$ cat src/rtl/rvbug_pkg.sv
// Shared types and constants for the rvcore memory sequencer: window FSM
// encodings, the fetch-timeout filler instruction and a word-align helper.
package rvbug_pkg;

  typedef enum logic [2:0] {
    ST_CAPTURE = 3'd0,
    ST_D_REQ   = 3'd1,
    ST_D_RSP   = 3'd2,
    ST_I_REQ   = 3'd3,
    ST_I_RSP   = 3'd4,
    ST_RELEASE = 3'd5
  } arb_state_e;

  // addi x0, x0, 0
  localparam logic [31:0] NOP_INSTR_DEFAULT = 32'h0000_0013;

  function automatic logic [31:0] word_align(input logic [31:0] addr);
    return addr & 32'hFFFF_FFFC;
  endfunction

endpackage

$ cat src/rtl/mem_arb_timeout.sv
// Handshake watchdog: down-counter reloaded on every wait-state entry, flags
// expiry at terminal count. Only instantiated when MEM_ARB_TIMEOUT_EN is defined.
module mem_arb_timeout #(
  parameter int TIMEOUT_CYCLES = 255
) (
  input  logic clk_i,
  input  logic rst_i,
  input  logic load_i,
  input  logic active_i,
  output logic expired_o
);

  localparam int CW = $clog2(TIMEOUT_CYCLES + 1);
  localparam logic [CW-1:0] LOAD_VAL = CW'(TIMEOUT_CYCLES - 1);

  logic [CW-1:0] cnt_q;

  always_ff @(posedge clk_i) begin
    if (rst_i) begin
      cnt_q <= LOAD_VAL;
    end else if (load_i) begin
      cnt_q <= LOAD_VAL;
    end else if (cnt_q != '0) begin
      cnt_q <= cnt_q - CW'(1);
    end
  end

  // Terminal count is reached in the TIMEOUT_CYCLES-th cycle spent in a state.
  assign expired_o = active_i && (cnt_q == '0);

endmodule

$ cat src/rtl/mem_seq_arb.sv
// Window sequencer sharing one request/response memory between rvcore fetch and
// data access. Optional handshake watchdog enabled by macro MEM_ARB_TIMEOUT_EN.
//
// state      | meaning
// -----------+--------------------------------------------------
// CAPTURE    | latch core request fields, pick data or fetch path
// D_REQ      | present load/store request, wait for ready
// D_RSP      | wait for data response (load result into d_pend)
// I_REQ      | present fetch request, wait for ready
// I_RSP      | wait for fetch response (into core_irdata_o)
// RELEASE    | stall low for one cycle, pipeline advances
module mem_seq_arb
  import rvbug_pkg::*;
#(
  parameter int XLEN   = 32,
  parameter int ILEN   = 32,
  parameter int XBYTES = XLEN / 8
`ifdef MEM_ARB_TIMEOUT_EN
  ,
  parameter int TIMEOUT_CYCLES = 255,
  parameter logic [ILEN-1:0] NOP_INSTR = NOP_INSTR_DEFAULT
`endif
) (
  input  logic              clk_i,
  input  logic              rst_i,
  output logic              core_stall_o,
  input  logic [XLEN-1:0]   core_iaddr_i,
  output logic [ILEN-1:0]   core_irdata_o,
  input  logic [XLEN-1:0]   core_daddr_i,
  input  logic              core_dren_i,
  input  logic              core_dwvalid_i,
  input  logic [XLEN-1:0]   core_dwdata_i,
  input  logic [XBYTES-1:0] core_dwstrb_i,
  output logic [XLEN-1:0]   core_drdata_o,
  output logic              mem_req_valid_o,
  input  logic              mem_req_ready_i,
  output logic [XLEN-1:0]   mem_req_addr_o,
  output logic              mem_req_we_o,
  output logic [XLEN-1:0]   mem_req_wdata_o,
  output logic [XBYTES-1:0] mem_req_wstrb_o,
  input  logic              mem_rsp_valid_i,
  input  logic [XLEN-1:0]   mem_rsp_rdata_i,
  output logic              err_o
);

  arb_state_e        state_q, state_d;
  logic [XLEN-1:0]   iaddr_q, daddr_q, dwdata_q, d_pend_q, drdata_q;
  logic [XLEN-1:0]   i_align, d_align;
  logic [XBYTES-1:0] dwstrb_q;
  logic              dren_q, dwvalid_q;
  logic [ILEN-1:0]   irdata_q;
  logic              req_hs, tmo_fire;

  if (XLEN == 32) begin : g_align32
    assign i_align = word_align(core_iaddr_i);
    assign d_align = word_align(core_daddr_i);
  end else begin : g_align_n
    localparam logic [XLEN-1:0] ALIGN_MASK = ~XLEN'(3);
    assign i_align = core_iaddr_i & ALIGN_MASK;
    assign d_align = core_daddr_i & ALIGN_MASK;
  end

  assign req_hs = mem_req_valid_o && mem_req_ready_i;

  always_comb begin
    state_d = state_q;
    unique case (state_q)
      ST_CAPTURE: state_d = (core_dren_i || core_dwvalid_i) ? ST_D_REQ : ST_I_REQ;
      ST_D_REQ: begin
        if (req_hs)        state_d = ST_D_RSP;
        else if (tmo_fire) state_d = ST_I_REQ;
      end
      ST_D_RSP: begin
        if (mem_rsp_valid_i || tmo_fire) state_d = ST_I_REQ;
      end
      ST_I_REQ: begin
        if (req_hs)        state_d = ST_I_RSP;
        else if (tmo_fire) state_d = ST_RELEASE;
      end
      ST_I_RSP: begin
        if (mem_rsp_valid_i || tmo_fire) state_d = ST_RELEASE;
      end
      ST_RELEASE: state_d = ST_CAPTURE;
      default:    state_d = ST_CAPTURE;
    endcase
  end

  assign core_stall_o    = (state_q != ST_RELEASE);
  assign mem_req_valid_o = (state_q == ST_D_REQ) || (state_q == ST_I_REQ);
  assign mem_req_addr_o  = (state_q == ST_D_REQ) ? daddr_q : iaddr_q;
  assign mem_req_we_o    = (state_q == ST_D_REQ) && dwvalid_q;
  assign mem_req_wdata_o = dwdata_q;
  assign mem_req_wstrb_o = mem_req_we_o ? dwstrb_q : '0;
  assign core_irdata_o   = irdata_q;
  assign core_drdata_o   = drdata_q;

`ifdef MEM_ARB_TIMEOUT_EN
  logic wait_st, tmo_load, tmo_expired, progress, err_q;

  assign wait_st  = state_q inside {ST_D_REQ, ST_D_RSP, ST_I_REQ, ST_I_RSP};
  assign tmo_load = !wait_st || (state_d != state_q);
  assign progress = req_hs ||
                    (((state_q == ST_D_RSP) || (state_q == ST_I_RSP)) && mem_rsp_valid_i);
  // A handshake landing on the expiry cycle still counts as progress.
  assign tmo_fire = tmo_expired && !progress;

  mem_arb_timeout #(
    .TIMEOUT_CYCLES(TIMEOUT_CYCLES)
  ) u_timeout (
    .clk_i    (clk_i),
    .rst_i    (rst_i),
    .load_i   (tmo_load),
    .active_i (wait_st),
    .expired_o(tmo_expired)
  );

  always_ff @(posedge clk_i) begin
    if (rst_i)         err_q <= 1'b0;
    else if (tmo_fire) err_q <= 1'b1;
  end

  assign err_o = err_q;
`else
  assign tmo_fire = 1'b0;
  assign err_o    = 1'b0;
`endif

  always_ff @(posedge clk_i) begin
    if (rst_i) begin
      state_q   <= ST_CAPTURE;
      iaddr_q   <= '0;
      daddr_q   <= '0;
      dren_q    <= 1'b0;
      dwvalid_q <= 1'b0;
      dwdata_q  <= '0;
      dwstrb_q  <= '0;
      d_pend_q  <= '0;
      drdata_q  <= '0;
      irdata_q  <= '0;
    end else begin
      state_q <= state_d;
      if (state_q == ST_CAPTURE) begin
        iaddr_q   <= i_align;
        daddr_q   <= d_align;
        dren_q    <= core_dren_i;
        dwvalid_q <= core_dwvalid_i;
        dwdata_q  <= core_dwdata_i;
        dwstrb_q  <= core_dwstrb_i;
      end
      if ((state_q == ST_D_RSP) && mem_rsp_valid_i && dren_q && !dwvalid_q)
        d_pend_q <= mem_rsp_rdata_i;
      if ((state_q == ST_I_RSP) && mem_rsp_valid_i)
        irdata_q <= mem_rsp_rdata_i[ILEN-1:0];
      // Load result moves to the core as the window closes, held through the next one.
      if (state_q == ST_RELEASE)
        drdata_q <= d_pend_q;
`ifdef MEM_ARB_TIMEOUT_EN
      if (tmo_fire) begin
        if ((state_q == ST_I_REQ) || (state_q == ST_I_RSP)) irdata_q <= NOP_INSTR;
        else if (dren_q && !dwvalid_q)                       d_pend_q <= '0;
      end
`endif
    end
  end

endmodule
$ cat config.mk
export PLATFORM = sky130hd
export DESIGN_NAME = mem_seq_arb
export DESIGN_NICKNAME = d
export VERILOG_FILES = /design/src/rtl/rvbug_pkg.sv /design/src/rtl/mem_arb_timeout.sv /design/src/rtl/mem_seq_arb.sv
export SDC_FILE = /design/constraint.sdc
export NUM_CORES = 1
export LEC_CHECK = 0
export ABC_AREA = 1
export ABC_CLOCK_PERIOD_IN_PS = 1300
export BUFFER_PORTS_ARGS = -buffer_cell sky130_fd_sc_hd__buf_2
export CAP_MARGIN = 20
export CORE_ASPECT_RATIO = 0.8
export CORE_MARGIN = 3
export CORE_UTILIZATION = 32
export CTS_CLUSTER_SIZE = 14
export DETAILED_ROUTE_END_ITERATION = 12
export PLACE_DENSITY_LB_ADDON = 0.3
export SLEW_MARGIN = 10
export SYNTH_ARGS = -nofsm -noshare
export SYNTH_HDL_FRONTEND = slang
export SYNTH_SLANG_ARGS = --single-unit
$ cat constraint.sdc
create_clock -name clk_i -period 1.3 [get_ports clk_i]
set_clock_uncertainty 0.1 [all_clocks]
set_input_delay 0.195 -clock clk_i [delete_from_list [all_inputs] [get_ports clk_i]]
set_output_delay 0.195 -clock clk_i [all_outputs]
set_load 0.02 [all_outputs]
# Yosys cells after proc, flatten, opt, wreduce, memory -nomap -nowiden
# Cells that the tools add are included.
# word_totals
regBits,197
input_bits,138
output_inout_bits,136
elab_cells,39
# classes
eq_ne,10
muxes,8
reduce_logical,11
# op_table
operator,count
two-way mux 32 bit,1
one-hot mux 3 bit (5 select lines),1
two-way mux 3 bit,4
!= test 2 bit (second input constant),4
equality test 3 x 2 -> 1 bit (second input constant),2
equality test 3 bit (second input constant),2
logical AND 1 bit,6
two-way mux 4 bit,1
AND reduction 4 bit,1
equality test 3 x 1 -> 1 bit (second input constant),1
zero test 3 bit,1
!= test 3 bit (second input constant),1
logical OR 1 bit,2
two-way mux 2 bit,1
zero test 1 bit,1

# Depth between registers and ports, before layout
# depth
ltp_word,5
ltp_mapped,9
mapped_depth_nobuf,7

# Worst setup path after synthesis
# OpenSTA, ideal clock, no wires.
# synth_timing
kind,register to output
start,reg state_q[2]
end,out mem_req_wstrb_o[0]
t_arrival_ps,1186
required_ps,1005
slack_ps,-181
path_stages_with_launch,5
path_buffers,1
cell_sequence,dfxtp_1 > buf_2 > nor3_2 > nand2_1 > nor2_1
# synth_between
elab_chain_cells,3
# synth_lines
element,line_no,source
"start, declared",mem_seq_arb.sv:46,"arb_state_e state_q, state_d;"
"start signal, assigned",mem_seq_arb.sv:141,state_q <= state_d;
equality test 3 x 1 -> 1 bit,mem_seq_arb.sv:91,assign mem_req_we_o = (state_q == ST_D_REQ) && dwvalid_q;
logical AND 1 bit,mem_seq_arb.sv:91,
two-way mux 4 bit,mem_seq_arb.sv:93,assign mem_req_wstrb_o = mem_req_we_o ? dwstrb_q : '0;
"end, declared",mem_seq_arb.sv:40,"output logic [XBYTES-1:0] mem_req_wstrb_o,"
# No other way between the ends.

# Final worst setup path
# layout_timing
start,reg state_q[1]
end,out mem_req_addr_o[21]
# layout_between
elab_chain_cells,2
# layout_lines
element,line_no,source
equality test 3 x 1 -> 1 bit,mem_seq_arb.sv:90,assign mem_req_addr_o = (state_q == ST_D_REQ) ? daddr_q : iaddr_q;
two-way mux 32 bit,mem_seq_arb.sv:90,
"end, declared",mem_seq_arb.sv:37,"output logic [XLEN-1:0] mem_req_addr_o,"
# No other way between the ends.

==> results_dict.tcl <==
set metrics [dict create \
    status "finished, violations left" \
    failed_checks "negative setup slack" \
    antenna_found_initial 1 \
    post-route-period-util_pct 147 \
    clockBufferDepth 2 \
    irDropWorstVdd_mv 1.28 \
    busiest_layer "met2" \
    startpoint "state_q[1]$_SDFFE_PP0P_" \
    ys_types 19 \
    num_rows 49 \
    design_area_um2 14400 \
    hold_start "mem_rsp_valid_i" \
    clk_pin_slew_worst_paths_ns 0.08 \
    cts-root-buf "clkbuf_16" \
    worst_ep_arrival_time_ns 1.62 \
    yosys.area.top_type "dfxtp_1" \
    slew_viol_final 0 \
    firstDrtPassIters 5 \
    synthCells 993 \
    ys_seq_area_share_pct 53.4 \
    io_pins 274 \
    grt_max_degree 53 \
    cp-end-kind "output pin" \
    worst_slack_ns -0.615 \
    dominantRegCellSynth "dfxtp_1" \
    yosys-top-cells-area "dfxtp_1 53%, nor2_1 13%, o21ai_0 6.6%" \
    grtUsageMet1_pct 29.1 \
    crit_type "reg2out" \
    initial_utilization_pct 32.7 \
    seqPwrFrac_pct 26.4 \
    cts_tree "done" \
    fmax_mhz 522 \
    vias 8563 \
    rsz0062_at_grt "yes" \
    area_growth_syn_to_layout_pct 94.5 \
    finalSetupViolCount 235 \
    synth_seq_cells 197 \
    power.density_nw_per_um2 2430 \
    yosys-top-cells-count "259 x nor2_1, 197 x dfxtp_1, 103 x nand2_1" \
    die_area_um2 25000 \
    drive_above_1_share_pct 48.7 \
    final_nets 1604 \
    synth_area_per_cell_um2 7.44 \
    synthesis.area_um2 7390 \
    grt_overflow 0 \
    n_fill_cell 1759 \
    period_needed_ns 1.92 \
    core_um2 22600 \
    p_clk_share_pct 16.4 \
    grt_pass1_wl_mm 45.0 \
    fin_setup_tns_ns -91.43 \
    wire_per_inst_um 17.3 \
    internal_power_mw 20.5 \
    yosys_warnings 0 \
    worstHoldPathType "in2reg" \
    die_x_um 176 \
    gp_congestion 0.804 \
    finalWirelength_mm 30.8 \
    dp.final_hpwl_mm 15.0 \
    grt_use_total_pct 22.7 \
    placed_area_um2 9500 \
    p_switching_mw 14.4 \
    p_leak_nw 6.33 \
    worstSkewPairLatency_ns 0.43 \
    required_ns 1.00 \
    synth_edf_count 0 \
    rr_startpoint "state_q[2]$_SDFFE_PP0P_" \
    critPathMaxFanout 8 \
    switching_share_pct 41.2 \
    combPwrFrac_pct 57.2 \
    drv_cap 0 \
    postRouteAntennaNets 0 \
    use_met2_pct 37.9 \
    htreeDepth 4 \
    start_kind "flop" \
    async_flop_share_pct 0 \
    vias_per_cell 4.79 \
    cts_num_sinks 197 \
    cts_buffers 17 \
    port_buffers 266 \
    drc 0 \
    fp.dieH_um 142 \
    finalHoldViolCount 0 \
    synth_top_area_share_pct 53.4 \
    grt_pass1_vias 8463 \
    grtUsageMet3_pct 4.87 \
    dr.first_iter.drc_count 487 \
    dpl_worst_slack_ns -0.220 \
    synth_most_common_cell "nor2_1" \
]
## worst max-delay path: stages, from the launching register on
cell and delay, ns:
dfxtp_4 0.36, nor3_4 0.19, buf_12 0.15, inv_8 0.05, clkbuf_16 0.16, nand2_2 0.08, nand2_4 0.05, buf_4 0.15
## area by class of cell
type	instances	area (um^2)	share of cell area (%)
clock buffer	17	425	2.96
multi-input combinational	646	4060	28.3
inverter	80	352	2.45
timing repair inverter	1	16.3	0.113
sequential	197	3950	27.5
tap	306	383	2.66
antenna	1	2.50	0.0174
timing repair buffer	523	4960	34.5
clock inverter	15	218	1.52
## flip-flops by register name, indices dropped and copies added (netlist names)
register         flops
iaddr_q             30
mem_req_wdata_o     32
daddr_q             30
state_q              3
core_drdata_o       32
dren_q               1
dwvalid_q            1
d_pend_q            32
dwstrb_q             4
core_irdata_o       32
## layer usage
layer  share of wire [%]  wire, um  up-vias
met4                 2.6       812        2
li1                    -         -     4138
met3                 5.5      1710       68
met1                  43     13400     4031
met2                  48     14900      324
met5               0.023         7        -
## cell families after synthesis
logic type / after synthesis / share of synthesized area [%]
simple gates: 376 / 19.6
compound gates: 267 / 18.1
flops: 197 / 53.4
buf+inv: 152 / 8.84
other cells: 1 / 0.0508
## worst paths after layout
kind	slack [ns]	cells after the start	end
max	-0.62	7	mem_req_addr_o[21]
min	0.20	6	state_q[1]$_SDFFE_PP0P_
max reg2reg	-0.48	12	daddr_q[12]$_SDFFE_PP0N_
min reg2reg	0.34	2	core_irdata_o[14]$_SDFFE_PP0P_
## metrics by stage
stage / utilization [%] / total power [mW] / hold WS (ns) / instances
2_1_floorplan: - / 15.8 / 0.163 / 995
3_3_place_gp: 42.1 / 19.2 / 0.315 / 1543
3_5_place_dp: 42.1 / 19.3 / 0.319 / 1543
4_1_cts: 60.6 / 33.1 / 0.102 / 1779
5_1_grt: 63.7 / 36.5 / 0.216 / 1785
6_report: 63.7 / 34.9 / 0.196 / 1786
## power by group through the flow
stage	Combinational (mW)	Clock (mW)	Sequential, mW
global placement	10.3	0	8.91
CTS	18.3	5.81	8.96
floorplan	6.06	0	9.70
finish	20.0	5.71	9.21
global route	21.0	6.08	9.40
detailed placement	10.4	0	8.91
## layout by cell type (no fill, tap or decap), types with 33 or more instances in the layout
cell and instances:
inv_1 72, nand2_1 49, nor2_2 42, buf_4 39
nand2_2 47, buf_12 33, buf_2 232, buf_6 47
o21ai_1 58, o21ai_2 100, o21ai_0 34, dlygate4sd3_1 132
nor2_4 54, a21oi_1 48, nor2_1 167, dfxtp_1 194
## repair_timing
action / 4_1_cts / 5_1_grt
cloned: 34 / 8
pin swaps: 34 / 57
hold buffers: 132 / 0
endpoints found under the setup margin: 234 / 256
setup buffers: 38 / 18
hold endpoints to repair: 163 / 0
resized for setup: 300 / 242
Power figures use the tool's default switching activity.
